`src/rtl/spi_master_frame_nch_if.sv`:
```
// Bus bundle for the multi-channel SPI frame master: control, parallel data and the serial pins.
// The master modport is the controller's view; slave is the system/host side.
interface spi_master_frame_nch_if #(
    parameter int N_CH   = 4,
    parameter int DATA_W = 16,
    parameter int PER_W  = 21
);
    localparam int CH_W = (N_CH > 1) ? $clog2(N_CH) : 1;

    logic                   enable;
    logic                   run;
    logic [N_CH*DATA_W-1:0] tx_data;
    logic                   miso;
    logic                   sck;
    logic                   ss_n;
    logic                   mosi;
    logic [N_CH*DATA_W-1:0] rx_data;
    logic                   rx_valid;
    logic [CH_W-1:0]        rx_ch;
    logic                   frame_start;
    logic                   frame_done;
    logic                   busy;
    logic [PER_W-1:0]       period_out;

    modport master (
        input  enable, run, tx_data, miso,
        output sck, ss_n, mosi, rx_data, rx_valid, rx_ch,
               frame_start, frame_done, busy, period_out
    );

    modport slave (
        output enable, run, tx_data, miso,
        input  sck, ss_n, mosi, rx_data, rx_valid, rx_ch,
               frame_start, frame_done, busy, period_out
    );
endinterface

```
`src/rtl/spi_master_frame_nch.sv`:
```
// Mode-0 MSB-first SPI master sending N_CH SS-framed words per frame, with per-channel
// receive registers, receive strobes and a measured frame period.
module spi_master_frame_nch #(
    parameter int N_CH     = 4,
    parameter int DATA_W   = 16,
    parameter int CLK_DIV  = 3,
    parameter int SS_SETUP = 16,
    parameter int SS_GAP   = 4,
    parameter int PER_W    = 21
) (
    input  logic                   clk,
    input  logic                   rst,
    spi_master_frame_nch_if.master bus
);
    localparam int W       = N_CH * DATA_W;
    localparam int CH_W    = (N_CH > 1) ? $clog2(N_CH) : 1;
    localparam int CNT_MAX = (SS_SETUP > SS_GAP) ? SS_SETUP : SS_GAP;
    localparam int CNT_W   = $clog2(CNT_MAX + 1);
    localparam int DIV_W   = $clog2(CLK_DIV + 1);
    localparam int HALF_W  = $clog2(2 * DATA_W + 1);

    typedef enum logic [1:0] {IDLE, SETUP, SHIFT, HOLD} state_e;

    state_e            state_q, state_d;
    logic [CH_W-1:0]   ch_q, ch_d;
    logic [CNT_W-1:0]  cnt_q, cnt_d;
    logic [DIV_W-1:0]  div_q, div_d;
    logic [HALF_W-1:0] half_q, half_d;
    logic [W-1:0]      shadow_q, shadow_d;
    logic [DATA_W-1:0] txsr_q, txsr_d;
    logic [DATA_W-1:0] rxsr_q, rxsr_d;
    logic [W-1:0]      rx_data_q, rx_data_d;
    logic [CH_W-1:0]   rx_ch_q, rx_ch_d;
    logic              rx_valid_q, rx_valid_d;
    logic              sck_q, sck_d;
    logic              ss_n_q, ss_n_d;
    logic              mosi_q, mosi_d;
    logic              frame_start_q, frame_start_d;
    logic              frame_done_q, frame_done_d;
    logic              busy_q, busy_d;
    logic [PER_W-1:0]  per_cnt_q, per_cnt_d;
    logic [PER_W-1:0]  period_q, period_d;
    logic [PER_W-1:0]  per_inc;
    logic [DATA_W-1:0] next_word;

    always_ff @(posedge clk or posedge rst) begin
        if (rst) begin
            state_q       <= IDLE;
            ch_q          <= '0;
            cnt_q         <= '0;
            div_q         <= '0;
            half_q        <= '0;
            shadow_q      <= '0;
            txsr_q        <= '0;
            rxsr_q        <= '0;
            rx_data_q     <= '0;
            rx_ch_q       <= '0;
            rx_valid_q    <= 1'b0;
            sck_q         <= 1'b0;
            ss_n_q        <= 1'b1;
            mosi_q        <= 1'b0;
            frame_start_q <= 1'b0;
            frame_done_q  <= 1'b0;
            busy_q        <= 1'b0;
            per_cnt_q     <= '0;
            period_q      <= '0;
        end else begin
            state_q       <= state_d;
            ch_q          <= ch_d;
            cnt_q         <= cnt_d;
            div_q         <= div_d;
            half_q        <= half_d;
            shadow_q      <= shadow_d;
            txsr_q        <= txsr_d;
            rxsr_q        <= rxsr_d;
            rx_data_q     <= rx_data_d;
            rx_ch_q       <= rx_ch_d;
            rx_valid_q    <= rx_valid_d;
            sck_q         <= sck_d;
            ss_n_q        <= ss_n_d;
            mosi_q        <= mosi_d;
            frame_start_q <= frame_start_d;
            frame_done_q  <= frame_done_d;
            busy_q        <= busy_d;
            per_cnt_q     <= per_cnt_d;
            period_q      <= period_d;
        end
    end

    // Pin values are computed for the cycle being entered so every output comes straight from a flop.
    always_comb begin
        state_d       = state_q;
        ch_d          = ch_q;
        cnt_d         = cnt_q;
        div_d         = div_q;
        half_d        = half_q;
        shadow_d      = shadow_q;
        txsr_d        = txsr_q;
        rxsr_d        = rxsr_q;
        rx_data_d     = rx_data_q;
        rx_ch_d       = rx_ch_q;
        rx_valid_d    = 1'b0;
        sck_d         = sck_q;
        ss_n_d        = ss_n_q;
        mosi_d        = mosi_q;
        frame_start_d = 1'b0;
        frame_done_d  = 1'b0;
        next_word     = '0;

        if (!bus.run) begin
            state_d = IDLE;
            ch_d    = '0;
            cnt_d   = '0;
            div_d   = '0;
            half_d  = '0;
            sck_d   = 1'b0;
            ss_n_d  = 1'b1;
            mosi_d  = 1'b0;
        end else begin
            case (state_q)
                IDLE: begin
                    if (bus.enable) begin
                        shadow_d      = bus.tx_data;
                        txsr_d        = bus.tx_data[DATA_W-1:0];
                        mosi_d        = bus.tx_data[DATA_W-1];
                        ch_d          = '0;
                        cnt_d         = '0;
                        ss_n_d        = 1'b0;
                        sck_d         = 1'b0;
                        frame_start_d = 1'b1;
                        state_d       = SETUP;
                    end
                end
                SETUP: begin
                    if (cnt_q == CNT_W'(SS_SETUP - 1)) begin
                        cnt_d   = '0;
                        div_d   = '0;
                        half_d  = '0;
                        sck_d   = 1'b1;
                        rxsr_d  = {rxsr_q[DATA_W-2:0], bus.miso};
                        state_d = SHIFT;
                    end else begin
                        cnt_d = cnt_q + 1'b1;
                    end
                end
                SHIFT: begin
                    // Even half-periods are sck high; the last low half-period ends the word.
                    if (div_q == DIV_W'(CLK_DIV - 1)) begin
                        div_d  = '0;
                        half_d = half_q + 1'b1;
                        if (half_q == HALF_W'(2 * DATA_W - 1)) begin
                            half_d     = '0;
                            cnt_d      = '0;
                            sck_d      = 1'b0;
                            ss_n_d     = 1'b1;
                            mosi_d     = 1'b0;
                            rx_data_d[int'(ch_q)*DATA_W +: DATA_W] = rxsr_q;
                            rx_valid_d = 1'b1;
                            rx_ch_d    = ch_q;
                            state_d    = HOLD;
                        end else if (!half_q[0]) begin
                            sck_d = 1'b0;
                            if (half_q != HALF_W'(2 * DATA_W - 2)) begin
                                txsr_d = txsr_q << 1;
                                mosi_d = txsr_q[DATA_W-2];
                            end
                        end else begin
                            sck_d  = 1'b1;
                            rxsr_d = {rxsr_q[DATA_W-2:0], bus.miso};
                        end
                    end else begin
                        div_d = div_q + 1'b1;
                    end
                end
                HOLD: begin
                    if (cnt_q == CNT_W'(SS_GAP - 1)) begin
                        cnt_d = '0;
                        if (ch_q == CH_W'(N_CH - 1)) begin
                            ch_d         = '0;
                            frame_done_d = 1'b1;
                            state_d      = IDLE;
                        end else begin
                            next_word = shadow_q[(int'(ch_q) + 1)*DATA_W +: DATA_W];
                            ch_d      = ch_q + 1'b1;
                            txsr_d    = next_word;
                            mosi_d    = next_word[DATA_W-1];
                            ss_n_d    = 1'b0;
                            state_d   = SETUP;
                        end
                    end else begin
                        cnt_d = cnt_q + 1'b1;
                    end
                end
                default: state_d = IDLE;
            endcase
        end

        busy_d = (state_d != IDLE);
    end

    // Frame period: saturating cycle counter captured (+1) and cleared on each frame start.
    always_comb begin
        per_inc   = (per_cnt_q == {PER_W{1'b1}}) ? per_cnt_q : per_cnt_q + 1'b1;
        per_cnt_d = per_inc;
        period_d  = period_q;
        if (!bus.run) begin
            per_cnt_d = '0;
        end else if (frame_start_d) begin
            period_d  = per_inc;
            per_cnt_d = '0;
        end
    end

    assign bus.sck         = sck_q;
    assign bus.ss_n        = ss_n_q;
    assign bus.mosi        = mosi_q;
    assign bus.rx_data     = rx_data_q;
    assign bus.rx_valid    = rx_valid_q;
    assign bus.rx_ch       = rx_ch_q;
    assign bus.frame_start = frame_start_q;
    assign bus.frame_done  = frame_done_q;
    assign bus.busy        = busy_q;
    assign bus.period_out  = period_q;
endmodule

```
`src/flat_wrapper.sv`:
```
// flat-port wrapper written by rule: the top's interface ports become plain ports
module spi_master_frame_nch_flat 
#(
    parameter int N_CH     = 4,
    parameter int DATA_W   = 16,
    parameter int CLK_DIV  = 3,
    parameter int SS_SETUP = 16,
    parameter int SS_GAP   = 4,
    parameter int PER_W    = 21
)
  (clk, rst, bus_enable, bus_run, bus_tx_data, bus_miso, bus_sck, bus_ss_n, bus_mosi, bus_rx_data, bus_rx_valid, bus_rx_ch, bus_frame_start, bus_frame_done, bus_busy, bus_period_out);
  spi_master_frame_nch_if #(.N_CH(N_CH), .DATA_W(DATA_W), .PER_W(PER_W)) bus_i ();
  input  logic clk;
  input  logic rst;
  input wire logic [$bits(bus_i.enable)-1:0] bus_enable;
  input wire logic [$bits(bus_i.run)-1:0] bus_run;
  input wire logic [$bits(bus_i.tx_data)-1:0] bus_tx_data;
  input wire logic [$bits(bus_i.miso)-1:0] bus_miso;
  output wire logic [$bits(bus_i.sck)-1:0] bus_sck;
  output wire logic [$bits(bus_i.ss_n)-1:0] bus_ss_n;
  output wire logic [$bits(bus_i.mosi)-1:0] bus_mosi;
  output wire logic [$bits(bus_i.rx_data)-1:0] bus_rx_data;
  output wire logic [$bits(bus_i.rx_valid)-1:0] bus_rx_valid;
  output wire logic [$bits(bus_i.rx_ch)-1:0] bus_rx_ch;
  output wire logic [$bits(bus_i.frame_start)-1:0] bus_frame_start;
  output wire logic [$bits(bus_i.frame_done)-1:0] bus_frame_done;
  output wire logic [$bits(bus_i.busy)-1:0] bus_busy;
  output wire logic [$bits(bus_i.period_out)-1:0] bus_period_out;
  assign bus_i.enable = bus_enable;
  assign bus_i.run = bus_run;
  assign bus_i.tx_data = bus_tx_data;
  assign bus_i.miso = bus_miso;
  assign bus_sck = bus_i.sck;
  assign bus_ss_n = bus_i.ss_n;
  assign bus_mosi = bus_i.mosi;
  assign bus_rx_data = bus_i.rx_data;
  assign bus_rx_valid = bus_i.rx_valid;
  assign bus_rx_ch = bus_i.rx_ch;
  assign bus_frame_start = bus_i.frame_start;
  assign bus_frame_done = bus_i.frame_done;
  assign bus_busy = bus_i.busy;
  assign bus_period_out = bus_i.period_out;
  spi_master_frame_nch #(.N_CH(N_CH), .DATA_W(DATA_W), .CLK_DIV(CLK_DIV), .SS_SETUP(SS_SETUP), .SS_GAP(SS_GAP), .PER_W(PER_W)) u_core (.clk(clk), .rst(rst), .bus(bus_i));
endmodule
```
`config.mk`:
```
export PLATFORM = sky130hd
export DESIGN_NAME = spi_master_frame_nch_flat
export DESIGN_NICKNAME = d
export VERILOG_FILES = /design/src/rtl/spi_master_frame_nch_if.sv /design/src/rtl/spi_master_frame_nch.sv /design/src/flat_wrapper.sv
export SDC_FILE = /design/constraint.sdc
export NUM_CORES = 1
export LEC_CHECK = 0
export ABC_AREA = 1
export ABC_CLOCK_PERIOD_IN_PS = 18300
export BUFFER_PORTS_ARGS = -buffer_cell sky130_fd_sc_hd__buf_2
export CORE_MARGIN = 3
export CORE_UTILIZATION = 49
export CTS_BUF_LIST = sky130_fd_sc_hd__clkbuf_16
export DETAILED_ROUTE_END_ITERATION = 10
export PLACE_DENSITY = 0.71
export SLEW_MARGIN = 30
export SYNTH_ARGS = -nofsm -noshare
export SYNTH_HDL_FRONTEND = slang
export SYNTH_SLANG_ARGS = --single-unit
```
`constraint.sdc`:
```
create_clock -name clk -period 18.3 [get_ports clk]
set_input_delay 2.745 -clock clk [delete_from_list [all_inputs] [get_ports clk]]
set_output_delay 2.745 -clock clk [all_outputs]
set_load 0.1 [all_outputs]
```
==> flow_metrics.py <==
metrics = {
    "synthesis": {
        "yosysTopAreaCellShare_pct": 50.7,
        "synth_area_leader_cell": "dfrtp_1",
        "syn_nets": 1328,
        "netlist_area_um2": 10400,
        "yosysSeqAreaShare_pct": 51.0,
        "synth_area_leaders": "dfrtp_1 51%, nand2_1 15%, nand3_1 5.6%",
        "ys_warn_count": 0,
        "synth_cell_types": 37,
        "synthFlopType": "dfrtp_1",
        "synth_edf_count": 0,
        "netlist_instances": 1243,
        "synth.most_common_cell": "nand2_1",
        "avgSynthCellArea_um2": 8.34,
        "ys_ff_latch": 211,
        "synth_common_cells": "401 x nand2_1, 210 x dfrtp_1, 115 x nand3_1",
        "async_reset_ff_share_pct": 100,
    },
    "die": {
        "die-area_um2": 22900,
        "initial_core_util_pct": 50.6,
        "fp-row-count": 52,
        "die_h_um": 151,
        "fp.dieW_um": 151,
        "ios": 163,
        "core_um2": 20500,
    },
    "route": {
        "drtAntennaViolNets": 0,
        "vias_per_cell": 5.18,
        "drt_pass1_iterations": 5,
        "avgRoutedWirePerCell_um": 15.3,
        "drc": 0,
        "wirelength_mm": 25.3,
        "route.vias.total": 8578,
        "dr.first_iter.drc_count": 652,
    },
    "min_path": {
        "hold_depth": 2,
        "hp-start": "u_core.txsr_q[10]",
        "hold_end": "u_core.txsr_q[10]",
        "min_path_type": "flip-flop to flip-flop",
    },
    "timing": {
        "worst_pin_slew_ns": 0.891,
        "skew_ns": 0.00915,
        "hold_viol_final": 0,
        "period_share_pct": 23.2,
        "fin_crit_ns": 4.25,
        "fmax_mhz": 235,
        "slew_viol_final": 0,
        "slew_headroom_pct": 40.6,
        "tns_ns": 0,
        "setup_viol": 0,
        "rsz0062_at_grt": "no",
    },
    "placement": {
        "dpl.hpwl_mm": 17.1,
        "gp_congestion": 0.898,
        "port_buffers": 162,
    },
    "cts": {
        "numCtsBuffers": 23,
        "cts_tree": "built",
        "ctsHoldBuffers": 0,
        "cts_buffer_depth": 3,
        "root_buffer": "clkbuf_16",
        "clk_latency_ns": 0.50,
        "post_cts_resized": 0,
        "clk_pin_slew_worst_paths_ns": 0.06,
        "cts_max_level": 1,
        "cts_setup_buffers": 0,
        "cts.sinks": 211,
    },
    "pwr": {
        "internal_power_uw": 812,
        "pwr-share-comb_pct": 11.3,
        "peakVddDrop_v": 0.0000809,
        "total_power_mw": 1.11,
        "p_sw_share_pct": 26.6,
        "switching_power_uw": 295,
        "p_leak_nw": 6.20,
        "p_clk_share_pct": 40.4,
        "power_density_nw_per_um2": 92.8,
        "seq_power_share_pct": 48.3,
    },
    "worst_setup_path": {
        "path_max_fanout": 65,
        "r2r-end": "u_core.bus.rx_data[43]",
        "crit_type": "input port to flip-flop",
        "cp-end-kind": "flip-flop",
        "rrSetupSlack_ns": 14.18,
        "cp.arrival_ns": 4.64,
        "critPathLaunchType": "input port",
        "critPathRequiredTime_ns": 18.69,
        "r2r_cells": 6,
        "worst_r2r_startpoint": "u_core.ch_q[1]",
    },
    "global_route": {
        "grt_remaining_overflow": 0,
        "antenna_found_initial": 0,
        "grt_pass1_vias": 8148,
        "grt_max_degree": 150,
        "grt_pass1_wl_mm": 41.6,
        "grtUsageTotal_pct": 22.3,
    },
    "cells_and_area": {
        "diodes": 0,
        "drive_gt1_share_pct": 23.2,
        "final_nets": 1457,
        "area_growth_pct": 15.1,
    },
    "job": {
        "maxCapViolCount": 0,
    },
    "run_status": {
        "status": "completed",
    },
}
## flip-flops by register name, summed over array words and instances (netlist names)
name,flops
u_core.bus.ss_n,1
u_core.txsr_q,15
u_core.div_q,2
u_core.bus.rx_valid,1
u_core.bus.mosi,1
u_core.state_q,2
u_core.bus.rx_ch,2
u_core.bus.rx_data,64
u_core.bus.busy,1
u_core.half_q,6
u_core.bus.frame_done,1
u_core.bus.frame_start,1
u_core.cnt_q,5
u_core.shadow_q,48
u_core.bus.period_out,21
u_core.per_cnt_q,21
u_core.rxsr_q,16
u_core.ch_q,2
u_core.bus.sck,1
## cells in the final DEF (no fill, tap or decap), types with 3 or more instances in the layout
cell type / count
a22oi_1: 14
buf_2: 162
o21ai_1: 25
nor3_1: 4
inv_2: 5
inv_1: 76
xnor2_1: 4
nor2_2: 7
nand3_1: 114
buf_4: 5
dfrtp_1: 209
a21oi_1: 19
o21ai_0: 66
nand4_1: 7
bufinv_16: 3
clkbuf_16: 23
nor2_1: 79
o21ai_2: 48
nand2_4: 6
nand2_1: 401
nand2_2: 47
o22ai_1: 3
clkinv_2: 3
nor2_4: 4
clkinv_1: 6
o21a_1: 4
xor2_1: 10
nand3_2: 4
ha_1: 16
## power by group through the flow
stage | sequential [mW] | combinational (mW) | clock, mW
global route | 0.539 | 0.143 | 0.475
finish | 0.534 | 0.125 | 0.448
CTS | 0.533 | 0.126 | 0.457
floorplan | 0.561 | 0.0697 | 0
detailed placement | 0.541 | 0.126 | 0
global placement | 0.540 | 0.123 | 0
## worst max-delay path: stages
cell     delay [ns]
buf_2          0.24
nand3_2        0.10
buf_4          0.31
inv_2          0.43
buf_4          0.51
nand3_1        0.14
o21a_1         0.14
## final cells by class
class | count | area [µm²]
Tap cell | 270 | 338
Clock buffer | 23 | 576
Timing Repair Buffer | 167 | 848
Sequential cell | 211 | 5280
Fill cell | 1903 | 8570
Multi-Input combinational cell | 888 | 4420
Clock inverter | 15 | 143
Inverter | 81 | 322
## worst max path at each step
stage,from,end,slack [ns],cells past startpoint
floorplan,rst,u_core.bus.busy,9.79,1
detailed placement,bus_run,u_core.bus.period_out[3],13.50,7
global placement,bus_run,u_core.bus.period_out[4],13.54,7
finish,bus_run,u_core.bus.period_out[3],14.05,7
CTS,bus_run,u_core.bus.period_out[3],14.03,7
global route,bus_run,u_core.bus.period_out[3],13.81,7
## cell families after synthesis
family,share of synthesized area (%)
and+or+nand+nor,28.3
DFF,51.0
AOI/OAI and AO/OA,11.1
buffers and inverters,6.51
adders and majority gates,1.93
xor gates and xnor gates,1.18
## per-stage QoR
stage | utilization, % | cell area, µm² | hold WS, ns | setup slack, ns | cells
after floorplan | - | 10400 | 0.442 | 9.79 | 1243
after global placement | 54.6 | 11200 | 0.453 | 13.54 | 1617
after detailed placement | 54.7 | 11200 | 0.460 | 13.50 | 1617
after CTS | 58.2 | 11900 | 0.477 | 14.03 | 1655
after global routing | 58.2 | 11900 | 0.489 | 13.81 | 1655
final | 58.2 | 11900 | 0.472 | 14.05 | 1655
## metal layers
metal | up-vias | track usage (%) | wire (µm)
li1 | 4239 | - | -
met1 | 4034 | 32.3 | 11400
met2 | 264 | 34.6 | 11600
met3 | 41 | 3.71 | 1610
met4 | 0 | 6.35 | 653
met5 | - | 0 | 0
Power figures use the tool's default switching activity.
